===== config.mk =====
export PLATFORM = sky130hd
export DESIGN_NAME = vec_chk_timeout
export DESIGN_NICKNAME = d
export VERILOG_FILES = /design/src/rtl/vec_chk_timeout.sv
export SDC_FILE = /design/constraint.sdc
export NUM_CORES = 1
export LEC_CHECK = 0
export ABC_AREA = 0
export CAP_MARGIN = 10
export CORE_AREA = 2 2 39 41
export CTS_CLUSTER_SIZE = 20
export DETAILED_ROUTE_END_ITERATION = 8
export DIE_AREA = 0 0 41 43
export GPL_ROUTABILITY_DRIVEN = 0
export SLEW_MARGIN = 15
export SYNTH_ARGS = -nofsm -noshare
export SYNTH_HDL_FRONTEND = slang
export SYNTH_SLANG_ARGS = --single-unit

===== constraint.sdc =====
create_clock -name ap_clk -period 4.08 [get_ports ap_clk]
set_input_delay 0.612 -clock ap_clk [delete_from_list [all_inputs] [get_ports ap_clk]]
set_output_delay 0.612 -clock ap_clk [all_outputs]
set_load 0.005 [all_outputs]

===== src/rtl/vec_chk_timeout.sv =====
// Loadable down-counter bounding the WAIT state.
// Ports: ap_clk/ap_rst clock and sync reset, load (restart), en (count),
// expired (high on the TIMEOUT-th enabled cycle after a load).
module vec_chk_timeout #(
    parameter int unsigned TIMEOUT = 255
) (
    input  logic ap_clk,
    input  logic ap_rst,
    input  logic load,
    input  logic en,
    output logic expired
);

    localparam int W = (TIMEOUT < 2) ? 1 : $clog2(TIMEOUT);
    localparam logic [W-1:0] LOAD_V = W'(TIMEOUT - 1);

    logic [W-1:0] cnt;

    // Loaded with TIMEOUT-1 so that zero lines up with the last
    // permitted WAIT cycle.
    always_ff @(posedge ap_clk) begin
        if (ap_rst) begin
            cnt <= '0;
        end else if (load) begin
            cnt <= LOAD_V;
        end else if (en && (cnt != '0)) begin
            cnt <= cnt - 1'b1;
        end
    end

    assign expired = (cnt == '0);

endmodule


==> reports/qor.csv <==
stage;metric;value;unit
yosys;synth_cell_types;24;
hold_path;hold_path.class;flop to flop;
yosys;yosysSeqAreaShare;35.4;%
pwr;power_leakage;0.194;nW
pwr;fin_total_pwr;0.195;mW
cts;ctsHtreeMaxLevel;1;
die;core_area;1380;µm²
yosys;synthAdderAreaFrac;5.52;%
global_routing;grt_max_degree;9;
worst_setup_path;cp.arrival;1.98;ns
cts;cts_resized;0;
yosys;ys_ff_latch;8;
die;row_count;14;
yosys;synth_compound_area_share;19.3;%
hold_path;holdPathStages;2;
cts;worstSkewPairLatency;0.26;ns
yosys;synth_top_area_cell;dfxtp_1;
worst_setup_path;cp_data_required_time;3.47;ns
yosys;yosysTopAreaCellShare;35.4;%
cts;path_clk_slew;0.05;ns
worst_setup_path;cp_num_buf_inv;2;
worst_setup_path;endpoint_kind;output port;
timing;rsz0062_at_grt;false;
timing;setup_viol;0;
yosys;synthSimpleGateAreaFrac;24.6;%
drt;drt-wirelength-per-cell;11.4;µm
pwr;cellPowerDensity;367;nW/µm²
cts;cts-root-buf;clkbuf_4;
worst_setup_path;reg2reg_depth;6;
cells_and_area;diodes;0;
worst_setup_path;crit_cells;5;
status;outcome;completed;
yosys;synth_top_family_by_area;simple AND/OR/NAND/NOR gates;
cells_and_area;largest_reg_flops;8;
yosys;ys_top_cells_by_area;dfxtp_1 (35%), xor2_1 (7.7%), a21oi_1 (5.5%);
yosys;ys_async_sr_fraction;0;%
yosys;synthCells;49;
flow_run;cap_viol_max_count;0;
place;io_buffers;4;
cts;tritoncts;done;
timing;hold_viol_final;0;
yosys;synth_nets;55;
cells_and_area;reg_top3;cnt: 8 flops;
yosys;synth-xor-area-share;9.67;%
cells_and_area;nNetsFinal;63;
pwr;vdd_drop_max;0.145;mV
drt;vias;366;
cts;cts_buffers;3;
cts;clk_path_buf_depth;2;
die;dieWidth;41;µm
yosys;synthMuxAreaShare;2.21;%
timing;setup_tns;0;ns
worst_setup_path;slowest_stage;or3b_2;
timing;tightest_slew;0.345;ns
cts;hold_buffers;0;
timing;finClkSkew;0.00375;ns
cells_and_area;area_growth;17.4;%
cts;post_cts_buffers;0;
timing;fmax;0.385;GHz
place;dp_cells;68;
global_routing;antenna_found_initial;0;
die;io_pins;5;
timing;fin_crit;2.59;ns
drt;drcViolationCount;0;
worst_setup_path;startpoint_type;flop;
global_routing;grt_pass1_wl;1.30;mm
cells_and_area;drive_gt1_share;14.5;%
drt;postRouteAntennaNets;0;
drt;drt_first_iter_violations;5;
drt;wirelength;808;µm
die;fp.dieH;43;µm
worst_setup_path;critical-path-max-stage-delay;0.51;ns
cells_and_area;regMostFlops;cnt;
timing;slew_viol_final;0;
worst_setup_path;crit_chain;inv_1, ha_1, or3b_2, nor2_1, clkdlybuf4s50_1;
drt;vias_per_cell;5.15;
worst_setup_path;path_max_fanout;5;
global_routing;grt_overflow;0;
global_routing;first_global_vias;343;
worst_setup_path;path_class;flop to output port;
yosys;netlist_area;453;µm²
global_routing;grt_usage;10.8;%
die;initial_core_util;32.7;%
worst_setup_path;cp_top_family;simple AND/OR/NAND/NOR gates;
yosys;ys_warn_count;0;
die;dieArea;1760;µm²
timing;relSlewSlack;76.8;%
drt;dr.pass1.iters;4;
cts;clock_sinks;8;
yosys;synthFlopType;dfxtp_1;
timing;hold_ws;0.582;ns
timing;period_share;63.6;%
yosys;synth_edf_count;0;
cells_and_area;final_cells;71;
yosys;syn_area_per_cell;9.24;µm²
[worst min-delay path: cells and delay by family (launching register included)]
family,cells,cell delay (ns)
AO/OA/AOI/OAI,1,0.12
XOR/XNOR,1,0.07
flip-flops,1,0.35
[logic make-up (layout without fill, tap and decap cells)]
kind of cell / count (synthesis) / after routing
adders and majority gates: 2 / 2
AOI/OAI and AO/OA: 11 / 11
and+or+nand+nor: 18 / 18
muxes: 1 / 1
xor gates and xnor gates: 5 / 5
buffers and inverters: 4 / 10
DFF: 8 / 8
[layout by cell type, fill, tap and decap left out, types with 2 or more instances in the layout]
master / instances
clkbuf_4: 3
ha_1: 2
clkdlybuf4s50_1: 4
nor2b_1: 2
a21oi_1: 5
inv_1: 3
dfxtp_1: 8
xor2_1: 4
o211ai_1: 2
nor3_1: 5
nor2_1: 3
[layer usage]
| metal | global-route usage (%) | wire, µm | up-vias |
|---|---|---|---|
| met5 | 0 | 0 | - |
| met3 | 1.57 | 27 | 2 |
| li1 | - | - | 194 |
| met1 | 14.2 | 441 | 162 |
| met4 | 8.00 | 21 | 0 |
| met2 | 15.0 | 318 | 8 |
[area by class of cell]
type	instances	area, µm²
Fill cell	146	852
Multi-Input combinational cell	37	278
Sequential cell	8	160
Timing Repair Buffer	4	40.0
Clock buffer	3	22.5
Tap cell	16	20.0
Inverter	3	11.3
[synthesized netlist by cell type, types with 2 or more instances]
master    number
dfxtp_1        8
a21oi_1        5
nor3_1         5
xor2_1         4
inv_1          3
nor2_1         3
ha_1           2
nor2b_1        2
o211ai_1       2
[worst paths after layout]
kind                              from      end  slack (ns)
worst min-delay path            cnt[7]   cnt[7]        0.58
worst max-delay path            cnt[0]  expired        1.49
worst max register to register  cnt[0]   cnt[5]        2.26
worst min register to register  cnt[7]   cnt[7]        0.58
[stage by stage]
step | area (µm²) | utilization, % | setup slack [ns]
final | 532 | 38.4 | 1.49
after detailed placement | 509 | 36.8 | 1.76
after CTS | 532 | 38.4 | 1.48
after floorplan | 453 | - | 2.30
after global placement | 509 | 36.8 | 1.80
after global routing | 532 | 38.4 | 1.40
[where the power goes]
| part | leakage, nW | internal, mW | switching (mW) |
|---|---|---|---|
| sequential | 0.0670 | 0.0853 | 0.00836 |
| clock | 0.0138 | 0.0337 | 0.0273 |
| combinational | 0.113 | 0.0207 | 0.0201 |
Note: power is estimated with default switching activity, not from simulation.
